[config.mk]
export PLATFORM = sky130hd
export DESIGN_NAME = fetch_controller
export DESIGN_NICKNAME = d
export VERILOG_FILES = /design/src/rtl/fetch_controller.sv
export SDC_FILE = /design/constraint.sdc
export NUM_CORES = 1
export LEC_CHECK = 0
export ABC_AREA = 1
export CAP_MARGIN = 20
export CORE_ASPECT_RATIO = 0.75
export CORE_MARGIN = 5
export CORE_UTILIZATION = 42
export DETAILED_ROUTE_END_ITERATION = 10
export PLACE_DENSITY_LB_ADDON = 0.15
export SETUP_SLACK_MARGIN = 0.5
export SLEW_MARGIN = 0
export SYNTH_ARGS = -nofsm -noshare
export SYNTH_HDL_FRONTEND = slang
export SYNTH_SLANG_ARGS = --single-unit
[constraint.sdc]
create_clock -name clk_i -period 4.8 [get_ports clk_i]
set_clock_uncertainty 0.1 [all_clocks]
set_input_delay 0.48 -clock clk_i [delete_from_list [all_inputs] [get_ports clk_i]]
set_output_delay 0.48 -clock clk_i [all_outputs]
set_load 0.05 [all_outputs]
[src/rtl/fetch_controller.sv]
// -----------------------------------------------------------------------------
// fetch_controller
//   Sequences the program counter and the instruction-memory fetch port.
//   Keeps at most one imem request in flight and hands each fetched word to
//   decode over a valid/ready handshake. Trap and branch redirects rewrite the
//   PC in the same cycle they are presented (trap wins). A response that was
//   already in flight when a redirect arrived is squashed.
//
// Ports
//   clk_i, rst_ni                 clock (rising edge), async active-low reset
//   pc_i                          current PC held by the external PC register
//   pc_wr_en_o / pc_wr_dat_o      load the PC (word aligned)
//   pc_stall_o                    1 = hold PC; 0 (without a load) = PC + 4
//   trap_vld_i / trap_tgt_i       trap redirect, highest priority
//   br_vld_i / br_tgt_i           branch/jump redirect from execute
//   imem_req_o / imem_addr_o      fetch request and address (address = pc_i)
//   imem_gnt_i                    request accepted this cycle
//   imem_rvalid_i / imem_rdata_i  response, one per grant, at least 1 cycle later
//   if_valid_o / if_instr_o       instruction to decode
//   if_pc_o                       PC of if_instr_o
//   if_ready_i                    decode accepts the instruction
// -----------------------------------------------------------------------------
module fetch_controller #(
  parameter int unsigned        width_p     = 32,
  parameter logic [width_p-1:0] reset_vec_p = '0
) (
  input  logic               clk_i,
  input  logic               rst_ni,
  input  logic [width_p-1:0] pc_i,
  output logic               pc_wr_en_o,
  output logic [width_p-1:0] pc_wr_dat_o,
  output logic               pc_stall_o,
  input  logic               trap_vld_i,
  input  logic [width_p-1:0] trap_tgt_i,
  input  logic               br_vld_i,
  input  logic [width_p-1:0] br_tgt_i,
  output logic               imem_req_o,
  output logic [width_p-1:0] imem_addr_o,
  input  logic               imem_gnt_i,
  input  logic               imem_rvalid_i,
  input  logic [width_p-1:0] imem_rdata_i,
  output logic               if_valid_o,
  output logic [width_p-1:0] if_instr_o,
  output logic [width_p-1:0] if_pc_o,
  input  logic               if_ready_i
);

  localparam logic [width_p-1:0] AlignMask = {{(width_p-2){1'b1}}, 2'b00};

  typedef enum logic [1:0] {
    BOOT  = 2'd0,
    REQ   = 2'd1,
    WAIT  = 2'd2,
    VALID = 2'd3
  } state_e;

  state_e             state_q;
  logic               squash_q;
  // BOOT spends one cycle arming and one cycle writing the boot vector, so the
  // PC-write output stays at its reset value (0) while reset is asserted.
  logic               boot_wr_q;
  logic [width_p-1:0] fetch_pc_q;
  logic [width_p-1:0] instr_q;
  logic [width_p-1:0] ipc_q;

  logic               redir;
  logic               advance;
  logic [width_p-1:0] tgt;

  always_comb begin
    redir   = (trap_vld_i | br_vld_i) & (state_q != BOOT);
    tgt     = trap_vld_i ? trap_tgt_i : br_tgt_i;
    // A redirect in VALID drops the instruction, so it must also block PC+4.
    advance = (state_q == VALID) & if_ready_i & ~redir;
  end

  assign pc_wr_en_o  = boot_wr_q | redir;
  assign pc_wr_dat_o = redir     ? (tgt & AlignMask) :
                       boot_wr_q ? (reset_vec_p & AlignMask) : '0;
  assign pc_stall_o  = ~advance;

  assign imem_req_o  = (state_q == REQ);
  assign imem_addr_o = pc_i;
  assign if_valid_o  = (state_q == VALID);
  assign if_instr_o  = instr_q;
  assign if_pc_o     = ipc_q;

  always_ff @(posedge clk_i or negedge rst_ni) begin
    if (!rst_ni) begin
      state_q    <= BOOT;
      squash_q   <= 1'b0;
      boot_wr_q  <= 1'b0;
      fetch_pc_q <= '0;
      instr_q    <= '0;
      ipc_q      <= '0;
    end else begin
      case (state_q)
        BOOT: begin
          if (!boot_wr_q) begin
            boot_wr_q <= 1'b1;
          end else begin
            boot_wr_q <= 1'b0;
            state_q   <= REQ;
          end
        end
        REQ: begin
          // A grant coinciding with a redirect accepted the old address; its
          // response must be thrown away.
          if (imem_gnt_i) begin
            fetch_pc_q <= pc_i;
            squash_q   <= redir;
            state_q    <= WAIT;
          end
        end
        WAIT: begin
          if (imem_rvalid_i) begin
            squash_q <= 1'b0;
            if (squash_q || redir) begin
              state_q <= REQ;
            end else begin
              instr_q <= imem_rdata_i;
              ipc_q   <= fetch_pc_q;
              state_q <= VALID;
            end
          end else if (redir) begin
            squash_q <= 1'b1;
          end
        end
        VALID: begin
          if (redir || if_ready_i) begin
            state_q <= REQ;
          end
        end
        default: state_q <= BOOT;
      endcase
    end
  end

endmodule

==> results.md <==
Power and ir drop:
- The sequential fraction of design power is roughly 28%.
- The power density normalized to cell area is 634.4 nW/um2.
- Per report_power, the combinational group accounts for between 50% and 60% of the total.
- The internal power summed over all cells is 0.002564 W.
- The switching power summed over all nets is 0.002276 W.
- In this run the static leakage power is 3.738 nW.
- The switching share of power is 47.03%.
- The clock share of power is 15.9%.
- IR analysis of the VDD net gives a maximum drop of 310.4 uV.

Global route:
- In the global route stage, met1 resource usage came out at around 23%.
- In the global route stage, met2 resource usage came out at 30.84%.
- met2 is the most crowded layer.
- The global-route track usage on met3 is under 10%.
- The largest net degree at the start of global routing is 67.
- The first global-routing pass estimated 21,030 um of wire.
- The initial antenna violation count is 0.
- In the global route stage, overall resource usage came out at between 10% and 20%.
- Summed over all layers, the global routing overflow is 0.
- The number of global-route vias before repair is 4,145.

Drt:
- The final route contains between 4,000 and 5,000 vias.
- The via count normalized by instance count is 4.523.
- The violation count after the first detailed-route iteration is 235.
- In the final routed layout, each cell accounts on average for between 10 and 15 um.
- Wires add up to 13,020 um.
- In the routed design, unresolved DRC markers number 0.
- In this run the remaining antenna-violating nets after routing total 0.
- The number of detailed-routing iterations run before antenna repair is 4.

Floorplan:
- The die covers 13,940 um2.
- The core area is around 11,000 um2.
- The die height is just over 100 um.
- The I/O pin total is 267.
- The width of the die is around 130 um.
- The floorplan row count is 34.
- The starting utilization of the core area is a little over two fifths.

Placed design:
- The number of buffer cells added on primary ports is 260.
- Routability-driven placement finished with a final weighted congestion of 0.7949.
- Once detailed placement completed, the half-perimeter wirelength came to about 10,000 um.

Clock tree:
- After clock tree synthesis, the clock-pin slew on the worst setup and hold paths is 0.07 ns.
- Clock tree synthesis inserted a total of 9 buffers.
- The maximum clock insertion buffer count is 2.
- The post-cts repair resize count is 0.
- The insertion delay to the later sink of the worst-skew pair is 0.33 ns.
- The number of hold buffers added after cts is 0.
- The buffer count from post-CTS setup fixing is 0.
- The deepest level of the CTS H-tree is 3.
- The TritonCTS sink count is 100.
- The clock tree root driver cell is sky130_fd_sc_hd__clkbuf_16.
- TritonCTS built the clock tree.

Critical path:
- The largest individual stage delay along the critical path comes from the cell sky130_fd_sc_hd__clkdlybuf4s50_1.
- The endpoint class of the critical path is an output pin.
- The category of the critical setup timing path is flip-flop to output pin.
- Grouping stages by cell kind, the critical path spends the most delay in buffers and inverters.
- Among the stages of the critical path, the cell type that occurs most often is sky130_fd_sc_hd__inv_1.
- The critical path goes through inv_1 -> ha_1 -> nor2_2 -> buf_4 -> nand2_1 -> inv_1 -> clkdlybuf4s50_1.
- STA classifies the critical path startpoint as a flip-flop.
- The data arrival at the endpoint of the critical path is 2.82 ns.
- The biggest fanout along the worst timing path is 19.
- The biggest cell delay along the critical path is 0.81 ns.
- The critical path data required time is 4.22 ns.
- The critical path contains buffers and inverters numbering 4 combined.

Final layout:
- Cells with a size suffix above 1 make up between 10% and 20% of the layout.
- Leaving out fill and tap cells, the most frequent cell in the layout is sky130_fd_sc_hd__clkdlybuf4s50_1.
- The area growth from synthesis to final layout is 55.73%.
- The net count of the finished layout is 905.
- In the layout the commonest cells are sky130_fd_sc_hd__clkdlybuf4s50_1 (259), sky130_fd_sc_hd__nand2_1 (107), sky130_fd_sc_hd__inv_1 (102), sky130_fd_sc_hd__dfrtp_1 (100), sky130_fd_sc_hd__o21ai_1 (40).
- The number of diodes added for antenna fixing is 0.
- The final core utilization is 66.42%.

STA:
- The tightest hold path in the finished design has a slack of 0.01038 ns.
- The number of pins exceeding their max-slew limit in the final report is 0.
- Setup repair after global routing left no endpoint under its margin.
- The final setup TNS is 0 ns.
- The slew of the pin with the lowest slew margin is 0.8721 ns.
- The shortest clock period the worst path allows after layout is between 3 and 4 ns.
- Dividing the final minimum period by the clock period gives 70.89%.
- The number of hold violations in the final report is 0.
- The maximum frequency from static timing analysis is 293.9 MHz.
- Setup violations remaining at the end of the flow were counted as 0.
- The normalized max-slew margin is 41.86%.

Run status:
- The run finished with clean final reports.

Min path:
- The worst min-delay path category is input port to asynchronous set/reset pin.

Yosys:
- The count of yosys warnings during synthesis is 0.
- The area of the mapped netlist is 4898 um2.
- The sequential cell area fraction in the yosys report is between 50% and 60%.
- The count of cell types in the netlist is 18.
- After synthesis, the mean cell area works out to 8.906 um2.
- Counting flops and latches in the post-synthesis netlist gives 100.
- The instance count of the mapped netlist is 550.

Run:
- The tool flagged a number of max-cap violations equal to 0.
[sequential cells by signal, indices dropped and copies added (netlist names)]
signal / flops
fetch_pc_q: 32
boot_wr_q: 1
if_pc_o: 32
state_q: 2
squash_q: 1
if_instr_o: 32
[per-stage QoR]
| stage | std cells | setup WS [ns] | total power [W] | instance area (um2) |
|---|---|---|---|---|
| final | 915 | 1.397 | 0.004840 | 7629 |
| after global placement | 899 | 1.481 | 0.004044 | 7303 |
| after floorplan | 551 | 2.768 | 0.003174 | 4902 |
| after CTS | 915 | 1.358 | 0.004896 | 7629 |
| after detailed placement | 899 | 1.413 | 0.004110 | 7303 |
| after global routing | 915 | 1.225 | 0.005107 | 7629 |
[power by group through the flow]
stage               Sequential (W)  Combinational, W  Clock (W)
floorplan                  0.00214           0.00103          0
global placement           0.00137           0.00268          0
detailed placement         0.00138           0.00272          0
CTS                        0.00137           0.00273   0.000792
global route               0.00141           0.00288   0.000820
finish                     0.00137           0.00270   0.000771
[layer usage]
metal  up-vias  share of wire, %
li1       2081                 -
met1      1891                41
met2       148                48
met3        19               8.4
met4         0               1.9
met5         -                 0
[cell families (layout without fill, tap and decap cells)]
| family | count (synthesis) | after routing | share of synthesized area [%] |
|---|---|---|---|
| adders and majority gates | 4 | 4 | 1.022 |
| other | 1 | 2 | 0.07655 |
| AOI/OAI and AO/OA | 102 | 102 | 12.39 |
| muxes | 30 | 30 | 6.896 |
| and+or+nand+nor | 149 | 149 | 11.52 |
| buffers and inverters | 164 | 384 | 17.01 |
| DFF | 100 | 100 | 51.09 |
[final timing paths]
check                         startpoint         endpoint  slack, ns  cells past startpoint
max                           state_q[0]  pc_wr_dat_o[13]       1.40                      7
min                               rst_ni    if_instr_o[0]       0.01                      1
max reg2reg                   state_q[0]       if_pc_o[5]       2.25                      8
min reg2reg                if_instr_o[7]    if_instr_o[7]       0.38                      2
max in group asynchronous         rst_ni       if_pc_o[1]       3.45                      2
min in group clk_i         if_instr_o[7]    if_instr_o[7]       0.38                      2
[layout make-up]
| cell class | count | area [um2] |
|---|---|---|
| clock buffer | 10 | 229.0 |
| clock inverter | 6 | 96.34 |
| sequential | 100 | 2502 |
| fill | 904 | 3857 |
| timing repair buffer | 265 | 2650 |
| tap | 144 | 180.2 |
| inverter | 103 | 386.6 |
| multi-input combinational | 287 | 1584 |
[cells in the mapped netlist]
cell	instances	share of area, %
sky130_fd_sc_hd__nand2_1	108	8.3
sky130_fd_sc_hd__inv_1	102	7.8
sky130_fd_sc_hd__dfrtp_1	100	51
sky130_fd_sc_hd__buf_4	40	6.1
sky130_fd_sc_hd__o21ai_1	40	4.1
sky130_fd_sc_hd__nor2_1	37	2.8
sky130_fd_sc_hd__a21oi_1	32	3.3
sky130_fd_sc_hd__mux2_2	30	6.9
sky130_fd_sc_hd__o21ai_2	25	4.5
sky130_fd_sc_hd__buf_2	12	1.2
sky130_fd_sc_hd__buf_6	7	1.6
sky130_fd_sc_hd__ha_1	4	1.0
sky130_fd_sc_hd__nand3_1	4	0.41
sky130_fd_sc_hd__o21ai_0	4	0.41
sky130_fd_sc_hd__clkbuf_1	2	0.15
sky130_fd_sc_hd__conb_1	1	0.077
sky130_fd_sc_hd__inv_2	1	0.077
sky130_fd_sc_hd__o211ai_1	1	0.15
No activity file was read; power rests on OpenSTA's default activity.
